--- config.mk ---
export PLATFORM = sky130hd
export DESIGN_NAME = reg_decoder_scan_flat
export DESIGN_NICKNAME = d
export VERILOG_FILES = /design/src/rtl/decoder_pkg.sv /design/src/rtl/reg_decoder_scan_if.sv /design/src/rtl/scan_divider.sv /design/src/rtl/reg_decoder_scan.sv /design/src/flat_wrapper.sv
export SDC_FILE = /design/constraint.sdc
export NUM_CORES = 1
export LEC_CHECK = 0
export BUFFER_PORTS_ARGS = -buffer_cell sky130_fd_sc_hd__buf_2
export CAP_MARGIN = 20
export CELL_PAD_IN_SITES_DETAIL_PLACEMENT = 1
export CELL_PAD_IN_SITES_GLOBAL_PLACEMENT = 1
export CORE_UTILIZATION = 35
export DETAILED_ROUTE_END_ITERATION = 7
export PLACE_DENSITY_LB_ADDON = 0.12
export SLEW_MARGIN = 10
export SYNTH_ARGS = -nofsm -noshare
export SYNTH_HDL_FRONTEND = slang
export SYNTH_HIERARCHICAL = 1
export SYNTH_SLANG_ARGS = --single-unit
--- constraint.sdc ---
create_clock -name clk -period 1.6 [get_ports clk]
set_input_delay 0 -clock clk [delete_from_list [all_inputs] [get_ports clk]]
set_output_delay 0 -clock clk [all_outputs]
set_load 0.01 [all_outputs]
--- src/rtl/decoder_pkg.sv ---
// Shared types and helpers for the registered one-hot decoder family.
package decoder_pkg;

  localparam int MAX_SEL_W = 5;
  localparam int MAX_Q_W   = 2 ** MAX_SEL_W;

  typedef enum logic [1:0] {
    IDLE   = 2'd0,
    DIRECT = 2'd1,
    SCAN   = 2'd2
  } state_t;

  // Callers slice the result down to their own 2**SEL_W output width.
  function automatic logic [MAX_Q_W-1:0] onehot(input logic [MAX_SEL_W-1:0] idx);
    return {{(MAX_Q_W-1){1'b0}}, 1'b1} << idx;
  endfunction

endpackage

--- src/rtl/reg_decoder_scan_if.sv ---
// Control and output bundle of reg_decoder_scan; state_dbg mirrors the FSM state.
interface reg_decoder_scan_if #(parameter int SEL_W = 2);
  import decoder_pkg::*;

  // No valid/ready pair here: en/mode are levels sampled every rising edge,
  // load is a single-cycle strobe, and every output is a registered level.
  logic                  en;
  logic                  mode;
  logic                  load;
  logic [SEL_W-1:0]      sel_in;
  logic [2**SEL_W-1:0]   q;
  logic [SEL_W-1:0]      q_idx;
  logic                  wrap;
  state_t                state_dbg;

  modport master (
    output en, mode, load, sel_in,
    input  q, q_idx, wrap, state_dbg
  );

  modport slave (
    input  en, mode, load, sel_in,
    output q, q_idx, wrap, state_dbg
  );

endinterface

--- src/rtl/scan_divider.sv ---
// Free-running step divider: counts 0..SCAN_DIV-1 while enabled, tc marks the last count.
module scan_divider #(
  parameter int SCAN_DIV = 4
) (
  input  logic clk,
  input  logic rst,
  input  logic clr,
  input  logic cnt_en,
  output logic tc
);

  localparam int DIV_W = (SCAN_DIV > 1) ? $clog2(SCAN_DIV) : 1;
  localparam logic [DIV_W-1:0] TC_VAL = DIV_W'(SCAN_DIV - 1);

  logic [DIV_W-1:0] cnt;

  assign tc = (cnt == TC_VAL);

  // clr beats counting so a load restarts the step interval from zero.
  always_ff @(posedge clk) begin
    if (rst || clr) begin
      cnt <= '0;
    end else if (cnt_en) begin
      cnt <= tc ? '0 : cnt + 1'b1;
    end
  end

endmodule

--- src/rtl/reg_decoder_scan.sv ---
// Registered N-to-2^N one-hot decoder with a direct-load mode and a divided auto-scan mode.
module reg_decoder_scan
  import decoder_pkg::*;
#(
  parameter int SEL_W    = 2,
  parameter int SCAN_DIV = 4
) (
  input  logic                clk,
  input  logic                rst,
  reg_decoder_scan_if.slave   bus
);

  localparam int               Q_W     = 2 ** SEL_W;
  localparam logic [SEL_W-1:0] IDX_MAX = '1;

  state_t           state;
  state_t           next_state;
  logic [SEL_W-1:0] idx_r;
  logic [Q_W-1:0]   q_r;
  logic             wrap_r;
  logic [SEL_W-1:0] idx_next;
  logic [Q_W-1:0]   q_next;
  logic             wrap_next;
  logic             div_clr;
  logic             div_run;
  logic             div_tc;

  scan_divider #(.SCAN_DIV(SCAN_DIV)) u_div (
    .clk    (clk),
    .rst    (rst),
    .clr    (div_clr),
    .cnt_en (div_run),
    .tc     (div_tc)
  );

  always_ff @(posedge clk) begin
    if (rst) begin
      state <= IDLE;
    end else begin
      state <= next_state;
    end
  end

  // The mode is taken straight from en/mode, so every edge acts on this
  // cycle's request and any state reaches any other in a single cycle.
  always_comb begin
    next_state = IDLE;
    if (bus.en) begin
      next_state = bus.mode ? SCAN : DIRECT;
    end
  end

  always_comb begin
    idx_next  = bus.load ? bus.sel_in : idx_r;
    wrap_next = 1'b0;
    div_clr   = 1'b1;
    div_run   = 1'b0;
    case (next_state)
      SCAN: begin
        div_clr = bus.load;
        div_run = 1'b1;
        // A load on the terminal count wins: no increment, no wrap.
        if (!bus.load && div_tc) begin
          idx_next  = idx_r + 1'b1;
          wrap_next = (idx_r == IDX_MAX);
        end
      end
      default: begin
      end
    endcase
    q_next = (next_state == IDLE) ? '0 : Q_W'(onehot(MAX_SEL_W'(idx_next)));
  end

  always_ff @(posedge clk) begin
    if (rst) begin
      idx_r  <= '0;
      q_r    <= '0;
      wrap_r <= 1'b0;
    end else begin
      idx_r  <= idx_next;
      q_r    <= q_next;
      wrap_r <= wrap_next;
    end
  end

  assign bus.q         = q_r;
  assign bus.q_idx     = idx_r;
  assign bus.wrap      = wrap_r;
  assign bus.state_dbg = state;

endmodule

--- src/flat_wrapper.sv ---
// flat-port wrapper written by rule: the top's interface ports become plain ports
module reg_decoder_scan_flat import decoder_pkg::*;
#(
  parameter int SEL_W    = 2,
  parameter int SCAN_DIV = 4
)
  (clk, rst, bus_en, bus_mode, bus_load, bus_sel_in, bus_q, bus_q_idx, bus_wrap, bus_state_dbg);
  reg_decoder_scan_if #(.SEL_W(SEL_W)) bus_i ();
  input  logic clk;
  input  logic rst;
  input wire logic [$bits(bus_i.en)-1:0] bus_en;
  input wire logic [$bits(bus_i.mode)-1:0] bus_mode;
  input wire logic [$bits(bus_i.load)-1:0] bus_load;
  input wire logic [$bits(bus_i.sel_in)-1:0] bus_sel_in;
  output wire logic [$bits(bus_i.q)-1:0] bus_q;
  output wire logic [$bits(bus_i.q_idx)-1:0] bus_q_idx;
  output wire logic [$bits(bus_i.wrap)-1:0] bus_wrap;
  output wire logic [$bits(bus_i.state_dbg)-1:0] bus_state_dbg;
  assign bus_i.en = bus_en;
  assign bus_i.mode = bus_mode;
  assign bus_i.load = bus_load;
  assign bus_i.sel_in = bus_sel_in;
  assign bus_q = bus_i.q;
  assign bus_q_idx = bus_i.q_idx;
  assign bus_wrap = bus_i.wrap;
  assign bus_state_dbg = bus_i.state_dbg;
  reg_decoder_scan #(.SEL_W(SEL_W), .SCAN_DIV(SCAN_DIV)) u_core (.clk(clk), .rst(rst), .bus(bus_i));
endmodule
==> results of run 1 <==
-- power groups by stage --
stage | clock (mW) | sequential, mW | combinational (mW)
after floorplan | 0 | 0.296 | 0.0321
after global placement | 0 | 0.292 | 0.0633
after detailed placement | 0 | 0.292 | 0.0653
after CTS | 0.193 | 0.286 | 0.0692
after global routing | 0.205 | 0.287 | 0.0750
final | 0.183 | 0.286 | 0.0684
-- registers in the layout (all words and copies together), names as in the netlist --
register / cells
u_core/bus.q: 4
u_core/bus.q_idx: 2
u_core/bus.wrap: 1
u_core/bus.state_dbg: 2
u_core/u_div/cnt: 2
-- through the flow --
stage / std cells / util / total power, mW
6_report: 75 / 0.485 / 0.537
5_1_grt: 75 / 0.485 / 0.567
4_1_cts: 75 / 0.485 / 0.548
3_5_place_dp: 69 / 0.449 / 0.358
3_3_place_gp: 69 / 0.449 / 0.355
2_1_floorplan: 39 / - / 0.328
-- cell families (layout without fill, tap and decap cells) --
| group | count (synthesis) | count (layout) | synth area share |
|---|---|---|---|
| compound gates | 4 | 4 | 0.0777 |
| fa+ha+maj | 2 | 2 | 0.0518 |
| buf+inv | 0 | 21 | 0 |
| flops | 11 | 11 | 0.456 |
| mux | 5 | 5 | 0.132 |
| simple gates | 17 | 17 | 0.282 |
-- worst paths after layout --
kind                       start                   to  slack (ns)  cells after the start
max          u_core/u_div/cnt[0]      u_core/bus.q[2]        0.20                      4
min                       bus_en      u_core/bus.q[1]        0.09                      3
max reg2reg  u_core/u_div/cnt[0]      u_core/bus.q[2]        0.20                      4
min reg2reg  u_core/u_div/cnt[0]  u_core/u_div/cnt[0]        0.53                      2
-- synthesized netlist by cell type (2+ instances only) --
library cell / instances / area share
dfxtp_1: 11 / 0.46
nor2_1: 3 / 0.023
a211oi_2: 2 / 0.052
and4b_1: 2 / 0.041
ha_1: 2 / 0.052
mux2_4: 2 / 0.062
mux2i_1: 2 / 0.041
nand2b_2: 2 / 0.036
-- what timing repair did --
action,in CTS,in global routing
endpoints found under the hold margin,2,0
hold buffers,2,0
endpoints found under the setup margin,0,0
-- critical path: stages, from the launching register on --
cell and delay, ns:
dfxtp_1 0.36, ha_1 0.27, nand4b_4 0.15, mux2_4 0.33, and4b_1 0.19
-- metal layers --
layer	GRT usage	part of all wire	wire (µm)
met5	0	0	0
met3	0.0347	0.046	44
met1	0.170	0.43	412
met4	0.129	0.013	12
met2	0.242	0.51	480
-- layout make-up --
type                    instances  area, µm²
fillers                       140        662
repair buffers                 17       95.1
flip-flops and latches         11        220
multi-input cells              28        263
clock buffers                   4       26.3
well taps                      15       18.8
-- cells in the final DEF (no fill, tap or decap), types with 2 or more instances in the layout --
cell type / instances
ha_1: 2
dfxtp_1: 11
buf_2: 15
a211oi_2: 2
nor2_1: 3
mux2i_1: 2
and4b_1: 2
clkbuf_4: 3
mux2_4: 2
nand2b_2: 2
dlygate4sd3_1: 2
==> impl_results.md, run 1 <==
- Status: complete, no violations
- P&R area growth vs syn: 29.0%
- Crit path launch type: flip-flop
- Die Width: 39.1 µm
- Final Hold Viols: 0
- Core area: 0.00128 mm²
- Die Ht: slightly below 40 µm
- Tcrit/Tclk final: 0.877
- Worst hold path type: in2reg
- DRT iter0 DRCs: 0
- Detail Placement HPWL: between 700 and 800 µm
- Critical path fanouts, max: 3
- WHS: 0.0859 ns
- H-tree depth: 1
- Place WS: 0.198 ns
- Seq/Total Area, Yosys: 0.456
- Largest net degree at the start of global routing: 8
- Number of max-cap violations: 0
- Top FF cell, synth: dfxtp_1
- # IOs: 16
- Postcts setup bufs: 0
- Setup CP Type: reg2reg
- CP endpoint kind: flip-flop
- Clock transition at the registers of the reported paths: 0.07 ns
- Clk root buf: clkbuf_4
- Max VDD drop: around 0.45 mV
- DR WL/cell: between 10 and 15 µm
- Global-route wire length before repair: 1450 µm
- Crit path DAT: 1.56 ns
- IO Port Bufs: 15
- Synthesized instance count: 39
- Antenna Cells: 0
- TNS Setup: 0 ns
- Die area: between 0.0015 and 0.002 mm²
- FP Rows: 13
- #FFs+latches synth: 11
- Overall routed net length: 950 µm
- Tot GR Track Use: 0.153
- Max Slew Vio Count: 0
- Slew of the pin with the lowest slew margin: slightly above 0.3 ns
- Clk sink count: 11
- PnR worst setup slack: 0.197 ns
- Post-layout net count: 70
- Post-synth ARST share: 0
- WP data required: 1.76 ns
- Drt first pass iters: 1
- TritonCTS buffer count: 3
- Final std cell area, no fill: 623 µm²
- Slew margin rel.: 0.789
- Cell Area, Synth: between 400 and 500 µm²
- DRC Markers: 0
- Clock Skew: 0.00473 ns
- Vias: 366
- P_int: 0.412 mW
- TritonCTS clock tree: done
- Sequential share of power: 0.532
- Synth cell types: 21
- Final ANT Viol Nets: 0
- Cell Pwr Density: 862 mW/mm²
- Unrepaired setup endpoints after global routing: no
- Sw Ratio: 0.233
- Total grt overflow: 0
- Placed standard-cell area: between 500 and 600 µm²
- Clock share of power: 0.341
- CTS Buffer Depth: 2
- Post-synth EDFFs: 0
- Final Wtd Congestion: a little under 0.7
- # setup viols final: 0
- Syn Area/Cell: ~12 µm²
- Via density per instance: approximately 4.9
- Achievable Freq: around 700 MHz
- Proportion of layout cells with a drive suffix above 1: 0.467
- Post-cts resize count: 0
- Final min period: between 1 and 1.5 ns
- Syn Nets: 48
- Switch Pwr: 0.125 mW
- Combinational cell fraction of total power: 0.127
- Initial antenna violation count: 0
- Worst-Skew Late Latency: approximately 0.26 ns
- Static leakage: a little under 0.3 nW
- Number of global-route vias before repair: 344
- Number of synthesis warnings: 6
- Starting density of the core: 0.376
No activity file was read; power rests on OpenSTA's default activity.
==> run 2, diff against run 1 <==
Settings changed: GPL_TIMING_DRIVEN from default to 0, RECOVER_POWER from default to 100.
==> run 2 against run 1 <==
  * Count of clock-buffer cells in the layout did not move
  * Critical path type unchanged
  * Critical endpoint unchanged
  * Combinational power is 7.3% lower
  * Clock skew barely moved
==> impl_results.md, run 2 (synthesis gave the netlist of run 1 again) <==
- Setup CP Type: reg2reg
- IO Port Bufs: 15 (unchanged)
- Crit path launch type: flip-flop
- Slew margin rel.: 0.735 (-0.0547)
- Max VDD drop: 0.401 mV (-10%)
- Cell Pwr Density: 899 mW/mm² (+4.2%)
- Starting density of the core: 0.376 (unchanged)
- Die Width: 39.1 µm (unchanged)
- CP peak stage delay: 0.37 ns (about the same)
- Cells on Worst Hold Path: 3 (unchanged)
- DRC Markers: 0 (unchanged)
- Slew of the pin with the lowest slew margin: 0.387 ns (+0.0771 ns)
- Overall routed net length: 1050 µm (+10%)
- Final ANT Viol Nets: 0 (unchanged)
- Number of max-cap violations: 0 (unchanged)
- Achievable Freq: 690 MHz (-3.2%)
- Clock transition at the registers of the reported paths: 0.07 ns (about the same)
- Post-layout net count: 70 (unchanged)
- Final Hold Viols: 0 (unchanged)
- Max Slew Vio Count: 0 (unchanged)
- Die Ht: 39.1 µm (unchanged)
- Crit path DAT: 1.60 ns (+0.04 ns)
- Initial antenna violation count: 0 (unchanged)
- H-tree depth: 1 (unchanged)
- DR WL/cell: 13.9 µm (+10%)
- Post-cts resize count: 0 (unchanged)
- Unrepaired setup endpoints after global routing: no
- # IOs: 16 (unchanged)
- Largest net degree at the start of global routing: 8 (unchanged)
- Status: complete, no violations
- Min-Delay Startpoint: bus_en
- Placed standard-cell area: 577 µm² (unchanged)
- TritonCTS clock tree: done
- Most frequent cells in the layout: clkbuf_1 (11), dfxtp_1 (11), buf_2 (5)
- Crit-path slowest cell: mux2_1
- WP data required: 1.75 ns (about the same)
- Util after Layout: 0.463 (-0.0214)
- Final min period: 1.45 ns (+0.0469 ns)
- Reg-to-Reg Start: u_core/u_div/cnt[0]
- Worst Hold End: u_core/bus.wrap
- Static leakage: 0.257 nW (-13%)
- Die area: 0.00153 mm² (unchanged)
- Total grt overflow: 0 (unchanged)
- Tot GR Track Use: 0.163 (+0.0101)
- TritonCTS buffer count: 3 (unchanged)
- Reg-to-Reg End: u_core/bus.q[2]
- R2R setup slack: 0.15 ns (-0.05 ns)
- Top delay family on crit path: multiplexers
- DRT iter0 DRCs: 1 (+1)
- FP Rows: 13 (unchanged)
- # setup viols final: 0 (unchanged)
- Tcrit/Tclk final: 0.906 (+0.0293)
- Antenna Cells: 0 (unchanged)
- Clock Skew: 0.00461 ns (-0.000127 ns)
- TNS Setup: 0 ns (unchanged)
- Drt first pass iters: 3 (+2)
- Vias: 369 (+0.82%)
- P&R area growth vs syn: 23.3%
- Worst hold path type: in2reg
- Worst-path cell chain: ha_1 > nand4b_4 > mux2_1 > and4b_1
- Worst Path Buf+Inv: 0 (unchanged)
- Max reg flops: 4 (unchanged)
- Proportion of layout cells with a drive suffix above 1: 0.233 (-0.233)
- Clk root buf: clkbuf_4
- Core area: 0.00128 mm² (unchanged)
- Path depth of the worst reg2reg path: 4 (unchanged)
- Number of global-route vias before repair: 350 (+1.7%)
- Global-route wire length before repair: 1540 µm (+6.1%)
- Clk sink count: 11 (unchanged)
- Final std cell area, no fill: 596 µm² (-4.4%)
- Via density per instance: 4.92 (+0.82%)
- Worst-Skew Late Latency: 0.26 ns (about the same)
- Detail Placement HPWL: 859 µm (+11%)
- CTS Buffer Depth: 2 (unchanged)
- CP endpoint kind: flip-flop
- Final Wtd Congestion: 0.630 (-7.7%)
- Critical path fanouts, max: 3 (unchanged)
==> run 2: changes by cell type in the layout (fill, tap and decap cells not counted), sizes merged <==
cell and delta:
buf -10, clkbuf +10
==> run 2: tightest hold or removal path: cells and delay by family <==
family        cells  cell delay [ns]
buf+inv           1             0.13
simple gates      2             0.16
==> run 2: worst max-delay path by stage <==
stage	startpoint	end	slack, ns	cells past startpoint
6_report	u_core/u_div/cnt[0]	u_core/bus.q[2]	0.15	4
3_3_place_gp	u_core/u_div/cnt[0]	u_core/bus.q[2]	0.24	4
2_1_floorplan	u_core/u_div/cnt[0]	u_core/bus.q[2]	0.30	4
3_5_place_dp	u_core/u_div/cnt[0]	u_core/bus.q[2]	0.16	4
4_1_cts	u_core/u_div/cnt[0]	u_core/bus.q[2]	0.14	4
5_1_grt	u_core/u_div/cnt[0]	u_core/bus.q[2]	0.04	4
==> run 2: final cells by class <==
| class | count | area, µm² |
|---|---|---|
| clock buffers | 4 | 26.3 |
| multi-input cells | 28 | 248 |
| flip-flops and latches | 11 | 220 |
| well taps | 15 | 18.8 |
| repair buffers | 17 | 82.6 |
| fillers | 152 | 689 |
==> run 2: report_power, final <==
part,internal [mW],leakage [nW],switching [mW]
combinational,0.0291,0.153,0.0343
sequential,0.282,0.0897,0.00402
clock,0.0962,0.0150,0.0896
==> run 2: per-layer routing <==
| layer | track usage | part of all wire | vias up |
|---|---|---|---|
| li1 | - | - | 186 |
| met4 | 0.103 | 0.0077 | 0 |
| met2 | 0.283 | 0.57 | 10 |
| met3 | 0.0347 | 0.050 | 2 |
| met1 | 0.175 | 0.37 | 171 |
| met5 | 0 | 0 | - |
==> run 2: what timing repair did <==
action                     CTS  global route
setup endpoints to repair    0             0
hold buffers                 2             0
buffers inserted             0             0
hold endpoints to repair     2             0
==> run 2: stage by stage <==
stage	hold WS (ns)	total power, mW	std cells	setup slack (ns)
finish	0.0798	0.535	75	0.150
global route	0.0942	0.559	75	0.0435
CTS	0.0834	0.550	75	0.143
detailed placement	0.255	0.359	69	0.163
global placement	0.246	0.354	69	0.239
floorplan	0.0646	0.328	39	0.304
